`src/rtl/step_pulse_monitor.sv`:
```
// step_pulse_monitor: watches one stepper channel's drive/dir/zero-detect
// lines and rebuilds absolute position, step period and motion/limit flags.
module step_pulse_monitor #(
  parameter int C_STEP_NUMBER_WIDTH = 16,
  parameter int C_PERIOD_WIDTH      = 16,
  parameter int C_SYNC_STAGES       = 2,
  parameter int C_MIN_LEVEL         = 2,
  parameter int C_IDLE_TIMEOUT      = 65535
) (
  input  logic                           clk,
  input  logic                           reset,
  input  logic                           i_drive,
  input  logic                           i_dir,
  input  logic                           i_zpd,
  input  logic                           i_clr,
  input  logic [C_STEP_NUMBER_WIDTH-1:0] i_stroke,
  output logic [C_STEP_NUMBER_WIDTH-1:0] o_position,
  output logic [C_STEP_NUMBER_WIDTH-1:0] o_step_cnt,
  output logic [C_PERIOD_WIDTH-1:0]      o_period,
  output logic                           o_period_valid,
  output logic                           o_moving,
  output logic                           o_dir,
  output logic                           o_zpsign,
  output logic                           o_tpsign,
  output logic                           o_err_dir,
  output logic                           o_err_ovr
);

  localparam int SW = C_STEP_NUMBER_WIDTH;
  localparam int PW = C_PERIOD_WIDTH;
  localparam int FW = $clog2(C_MIN_LEVEL + 1);
  localparam logic [FW-1:0] FLT_LAST = FW'(C_MIN_LEVEL - 1);
  localparam logic [PW-1:0] PER_MAX  = '1;
  localparam logic [PW-1:0] IDLE_TO  = PW'(C_IDLE_TIMEOUT);

  typedef enum logic [1:0] {IDLE, FIRST, RUN} state_t;

  logic [C_SYNC_STAGES-1:0] drv_sync_q, dir_sync_q, zpd_sync_q;
  logic                     drv_s, dir_s, zpd_s;
  logic                     fdrv_q, fdrv_prev_q, dir_prev_q;
  logic [FW-1:0]            flt_cnt_q;
  logic [PW-1:0]            per_cnt_q, per_next;
  logic                     step;
  state_t                   state_q, state_d;
  logic                     per_load, cnt_start, cnt_inc, move_set, move_clr;
  logic [SW-1:0]            pos_q, step_cnt_q;
  logic [PW-1:0]            period_q;
  logic                     period_valid_q, moving_q, dir_q, err_dir_q, err_ovr_q;

  assign drv_s = drv_sync_q[C_SYNC_STAGES-1];
  assign dir_s = dir_sync_q[C_SYNC_STAGES-1];
  assign zpd_s = zpd_sync_q[C_SYNC_STAGES-1];

  // Metastability synchronizers for the three asynchronous inputs
  always_ff @(posedge clk) begin
    if (reset) begin
      drv_sync_q <= '0;
      dir_sync_q <= '0;
      zpd_sync_q <= '0;
    end else begin
      drv_sync_q <= {drv_sync_q[C_SYNC_STAGES-2:0], i_drive};
      dir_sync_q <= {dir_sync_q[C_SYNC_STAGES-2:0], i_dir};
      zpd_sync_q <= {zpd_sync_q[C_SYNC_STAGES-2:0], i_zpd};
    end
  end

  // Glitch filter: fdrv flips only after C_MIN_LEVEL consecutive differing samples
  always_ff @(posedge clk) begin
    if (reset || i_clr) begin
      fdrv_q      <= 1'b0;
      fdrv_prev_q <= 1'b0;
      flt_cnt_q   <= '0;
      dir_prev_q  <= 1'b0;
    end else begin
      fdrv_prev_q <= fdrv_q;
      dir_prev_q  <= dir_s;
      if (drv_s != fdrv_q) begin
        if (flt_cnt_q == FLT_LAST) begin
          fdrv_q    <= drv_s;
          flt_cnt_q <= '0;
        end else begin
          flt_cnt_q <= flt_cnt_q + 1'b1;
        end
      end else begin
        flt_cnt_q <= '0;
      end
    end
  end

  // A step is a rising edge of the filtered drive; a coincident clear discards it
  assign step     = fdrv_q & ~fdrv_prev_q & ~i_clr;
  assign per_next = (per_cnt_q == PER_MAX) ? PER_MAX : per_cnt_q + 1'b1;

  // Saturating cycle counter measuring the gap since the last step
  always_ff @(posedge clk) begin
    if (reset || i_clr) per_cnt_q <= '0;
    else if (step)      per_cnt_q <= '0;
    else                per_cnt_q <= per_next;
  end

  // Motion state register
  always_ff @(posedge clk) begin
    if (reset || i_clr) state_q <= IDLE;
    else                state_q <= state_d;
  end

  // Motion next-state and per-transition controls
  always_comb begin
    state_d   = state_q;
    per_load  = 1'b0;
    cnt_start = 1'b0;
    cnt_inc   = 1'b0;
    move_set  = 1'b0;
    move_clr  = 1'b0;
    case (state_q)
      IDLE: begin
        if (step) begin
          state_d   = FIRST;
          cnt_start = 1'b1;
          move_set  = 1'b1;
        end
      end
      FIRST, RUN: begin
        if (step) begin
          state_d  = RUN;
          per_load = 1'b1;
          cnt_inc  = 1'b1;
        end else if (per_cnt_q >= IDLE_TO) begin
          state_d  = IDLE;
          move_clr = 1'b1;
        end
      end
      default: state_d = IDLE;
    endcase
  end

  // Position, counters, period report and sticky error flags
  always_ff @(posedge clk) begin
    if (reset || i_clr) begin
      pos_q          <= '0;
      step_cnt_q     <= '0;
      period_q       <= '0;
      period_valid_q <= 1'b0;
      moving_q       <= 1'b0;
      dir_q          <= 1'b0;
      err_dir_q      <= 1'b0;
      err_ovr_q      <= 1'b0;
    end else begin
      period_valid_q <= per_load;
      if (per_load)  period_q   <= per_next;
      if (cnt_start) step_cnt_q <= SW'(1);
      else if (cnt_inc) step_cnt_q <= step_cnt_q + 1'b1;
      if (move_set)      moving_q <= 1'b1;
      else if (move_clr) moving_q <= 1'b0;
      if (step) dir_q <= dir_s;
      if (fdrv_q && (dir_s != dir_prev_q)) err_dir_q <= 1'b1;
      // Zero detector wins over any step; limits hold position and flag overrun
      if (zpd_s) begin
        pos_q <= '0;
      end else if (step) begin
        if (dir_s) begin
          if (pos_q < i_stroke) pos_q <= pos_q + 1'b1;
          else                  err_ovr_q <= 1'b1;
        end else begin
          if (pos_q != '0) pos_q <= pos_q - 1'b1;
          else             err_ovr_q <= 1'b1;
        end
      end
    end
  end

  assign o_position     = pos_q;
  assign o_step_cnt     = step_cnt_q;
  assign o_period       = period_q;
  assign o_period_valid = period_valid_q;
  assign o_moving       = moving_q;
  assign o_dir          = dir_q;
  assign o_err_dir      = err_dir_q;
  assign o_err_ovr      = err_ovr_q;
  assign o_zpsign       = (pos_q == '0);
  assign o_tpsign       = (pos_q >= i_stroke);

endmodule

```
`config.mk`:
```
export PLATFORM = sky130hd
export DESIGN_NAME = step_pulse_monitor
export DESIGN_NICKNAME = d
export VERILOG_FILES = /design/src/rtl/step_pulse_monitor.sv
export SDC_FILE = /design/constraint.sdc
export NUM_CORES = 1
export LEC_CHECK = 0
export ABC_AREA = 1
export BUFFER_PORTS_ARGS = -buffer_cell sky130_fd_sc_hd__clkbuf_2
export CORE_ASPECT_RATIO = 0.7
export CORE_MARGIN = 2
export CORE_UTILIZATION = 30
export DETAILED_ROUTE_END_ITERATION = 6
export PLACE_DENSITY = 0.52
export SYNTH_ARGS = -nofsm -noshare
export SYNTH_HDL_FRONTEND = slang
export SYNTH_SLANG_ARGS = --single-unit
```
`constraint.sdc`:
```
create_clock -name clk -period 3.6 [get_ports clk]
set_input_delay 0.72 -clock clk [delete_from_list [all_inputs] [get_ports clk]]
set_output_delay 0.72 -clock clk [all_outputs]
set_load 0.005 [all_outputs]
```
==> impl_metrics.yaml <==
outcome:
  status: "completed"
drt:
  vias: 4341
  wl_per_cell_microns: 11.84
  drtIter0Drc: 183
  dr_wl_met3_microns: 538
  top_layer_used: "met4"
  routed_wl_microns: 11640
  drt-met1-wl_microns: 6242
  wl_met2_microns: 4823
  ant_nets: 0
  drc: 0
  via_per_inst: 4.416
  firstDrtPassIters: 4
grt:
  antenna_found_initial: 0
  grt.overflow.total: 0
  grt_max_degree: 37
  grt_pass1_vias: 3972
  grt_pass1_wl_microns: 19380
  globalRouteTotalUtil: 0.1428
placed_design:
  post-place-ws_ns: 0.8420
  dp.cells: 967
  place_congestion: 0.8193
  postPlaceCellArea_sq_um: 5421
  portBuffers: 76
  dpl.hpwl_microns: 8767
power_and_ir_drop:
  power_switching_mw: 0.4574
  max-vdd-ir-drop_uv: 223.7
  power.density_nw_per_um2: 365.8
  power_frac_comb: 0.052
  switching_share: 0.2166
  p_int_mw: 1.655
  sequentialPowerShare: 0.433
  clock_power_share: 0.515
  power_leakage_nw: 2.916
finish:
  area_growth_pct: 19.37
  stdcell_count: 983
  drive_above_1_share: 0.1545
  fin_area_sq_um: 5774
  n_antenna_cell: 0
  fin_util: 0.3691
  layout.nets: 836
sta:
  fin_skew_ns: 0.007414
  setup_viol: 0
  setup_tns_ns: 0
  rsz0062_at_grt: "no"
  fin_ws_ns: 0.9190
  max_slew_margin: 0.5785
  fmax_mhz: 373.0
  slew_viol_final: 0
  hold_violations: 0
  post-route-period-util: 0.7447
  worstMarginPinSlew_ns: 0.6300
  finalCriticalPeriod_ns: 2.681
clocking:
  clk_latency_ns: 0.34
  cts_tree: "built"
  cts.sinks: 82
  cts_max_path_buffers: 2
  numCtsBuffers: 9
  cts_max_level: 3
  clock-root-buffer: "clkbuf_16"
  cts_resized: 0
  path_clk_slew_ns: 0.06
  cts_setup_buffers: 0
  cts_hold_buf: 0
critical_path:
  worstSetupPathType: "primary input to output pin"
  required_ns: 2.88
  reg2regPathDepth: 12
  critPathMaxFanout: 2
  start_kind: "primary input"
  crit_path_start: "i_stroke[5]"
  crit_arrival_ns: 1.96
  r2r_start: "dir_sync_q[1]"
  worst_setup_path_end_kind: "output pin"
synthesis:
  netlist_instances: 704
  ys_types: 44
  netlist_top_cells_area: "dfxtp_1 (34%), nand2_1 (12%), ha_1 (9.1%), inv_1 (8.2%), nor2_1 (7.6%)"
  synthXorXnorAreaFrac: 0.04889
  synth_top_area_cell: "dfxtp_1"
  netlist_area_sq_um: 4837
  synthSimpleGateAreaFrac: 0.3143
  synth-compound-area-share: 0.09984
  synthTopCellsByCount: "nand2_1 (158), inv_1 (106), nor2_1 (98)"
  yosysWarningCount: 0
  synthesis.nets: 762
  yosysMostFrequentCell: "nand2_1"
  async_flop_share: 0
  synth_seq_area_share: 0.3394
  synth_top_family_by_area: "simple AND/OR/NAND/NOR gates"
  synth_ff_type: "dfxtp_1"
  ys_seq_elements: 82
  synthMuxAreaShare: 0
  synth_area_per_cell_sq_um: 6.871
  synth-edff-count: 0
  synthAdderAreaFrac: 0.09467
  netlist.area_leader.share: 0.3394
die:
  start_util: 0.3092
  die_h_microns: 110.2
  fp-row-count: 38
  io_pins: 77
  dieArea_sq_um: 17170
  coreArea_sq_um: 15640
  die_w_microns: 155.8
hold_path:
  min_path_type: "flip-flop to flip-flop"
  hold_path_depth: 2
  holdCritStartpoint: "zpd_sync_q[0]"
job:
  cap_violations: 0
==> critical path: stages <==
cell and delay, ns:
clkbuf_2 0.07, inv_1 0.03, ha_1 0.28, nand2_1 0.07
nor2_1 0.13, nand4_1 0.14, o311ai_0 0.32, clkbuf_2 0.19
==> metal layers <==
layer  GRT usage  vias up
li1            -     2377
met5           0        -
met1      0.1980     1893
met2      0.2219       69
met3     0.04144        2
met4     0.02949        0
==> logic make-up after synthesis <==
| family | after synthesis |
|---|---|
| AOI/OAI and AO/OA | 88 |
| adders and majority gates | 36 |
| buffers and inverters | 129 |
| and+or+nand+nor | 342 |
| DFF | 82 |
| xor gates and xnor gates | 27 |
==> layout by cell type, fill, tap and decap left out, drive strengths merged <==
cell type	netlist	final
and2	1	1
bufinv	0	3
nor3	6	6
xnor2	12	12
ha	35	35
xor2	15	15
o31ai	1	1
inv	110	111
o211ai	7	7
o22ai	1	1
nor2	108	108
o21bai	1	1
a221oi	1	1
nand3b	6	6
nor3b	1	1
o311ai	1	1
o21a	1	1
o21ai	22	22
nand2	161	161
nor4	3	3
clkbuf	7	87
a21oi	51	51
nand4	6	6
or2	3	3
clkinv	2	3
buf	10	4
nand3	47	47
fa	1	1
a21o	2	2
dfxtp	82	82
==> area by class of cell <==
type | count | area, sq um
Fill cell | 1709 | 9868
Multi-Input combinational cell | 493 | 2698
Sequential cell | 82 | 1642
Inverter | 112 | 421.7
Timing Repair Buffer | 80 | 410.4
Tap cell | 200 | 250.2
Clock buffer | 11 | 242.7
Clock inverter | 5 | 110.1
==> power by group through the flow <==
stage | combinational [mW] | sequential [mW] | clock (mW)
2_1_floorplan | 0.0783 | 0.935 | 0
3_3_place_gp | 0.111 | 0.936 | 0
3_5_place_dp | 0.111 | 0.936 | 0
4_1_cts | 0.112 | 0.915 | 1.13
5_1_grt | 0.128 | 0.915 | 1.16
6_report | 0.110 | 0.915 | 1.09
==> registers in the layout (all words and copies together) (netlist names), 2 cells and up <==
name and flops:
o_period 16, drv_sync_q 2, state_q 2, zpd_sync_q 2, per_cnt_q 16, o_step_cnt 16
flt_cnt_q 2, o_position 16, dir_sync_q 2
==> final timing paths <==
path | end | slack, ns
setup / recovery | o_tpsign | 0.92
hold / removal | zpd_sync_q[1] | 0.41
setup reg to reg | o_position[14] | 1.27
hold reg to reg | zpd_sync_q[1] | 0.41
==> per-stage QoR <==
stage / power (mW) / hold slack, ns
6_report: 2.112 / 0.4070
5_1_grt: 2.204 / 0.4287
4_1_cts: 2.153 / 0.4091
3_5_place_dp: 1.047 / 0.3987
3_3_place_gp: 1.047 / 0.4002
2_1_floorplan: 1.013 / 0.3883
Note: power is estimated with default switching activity, not from simulation.
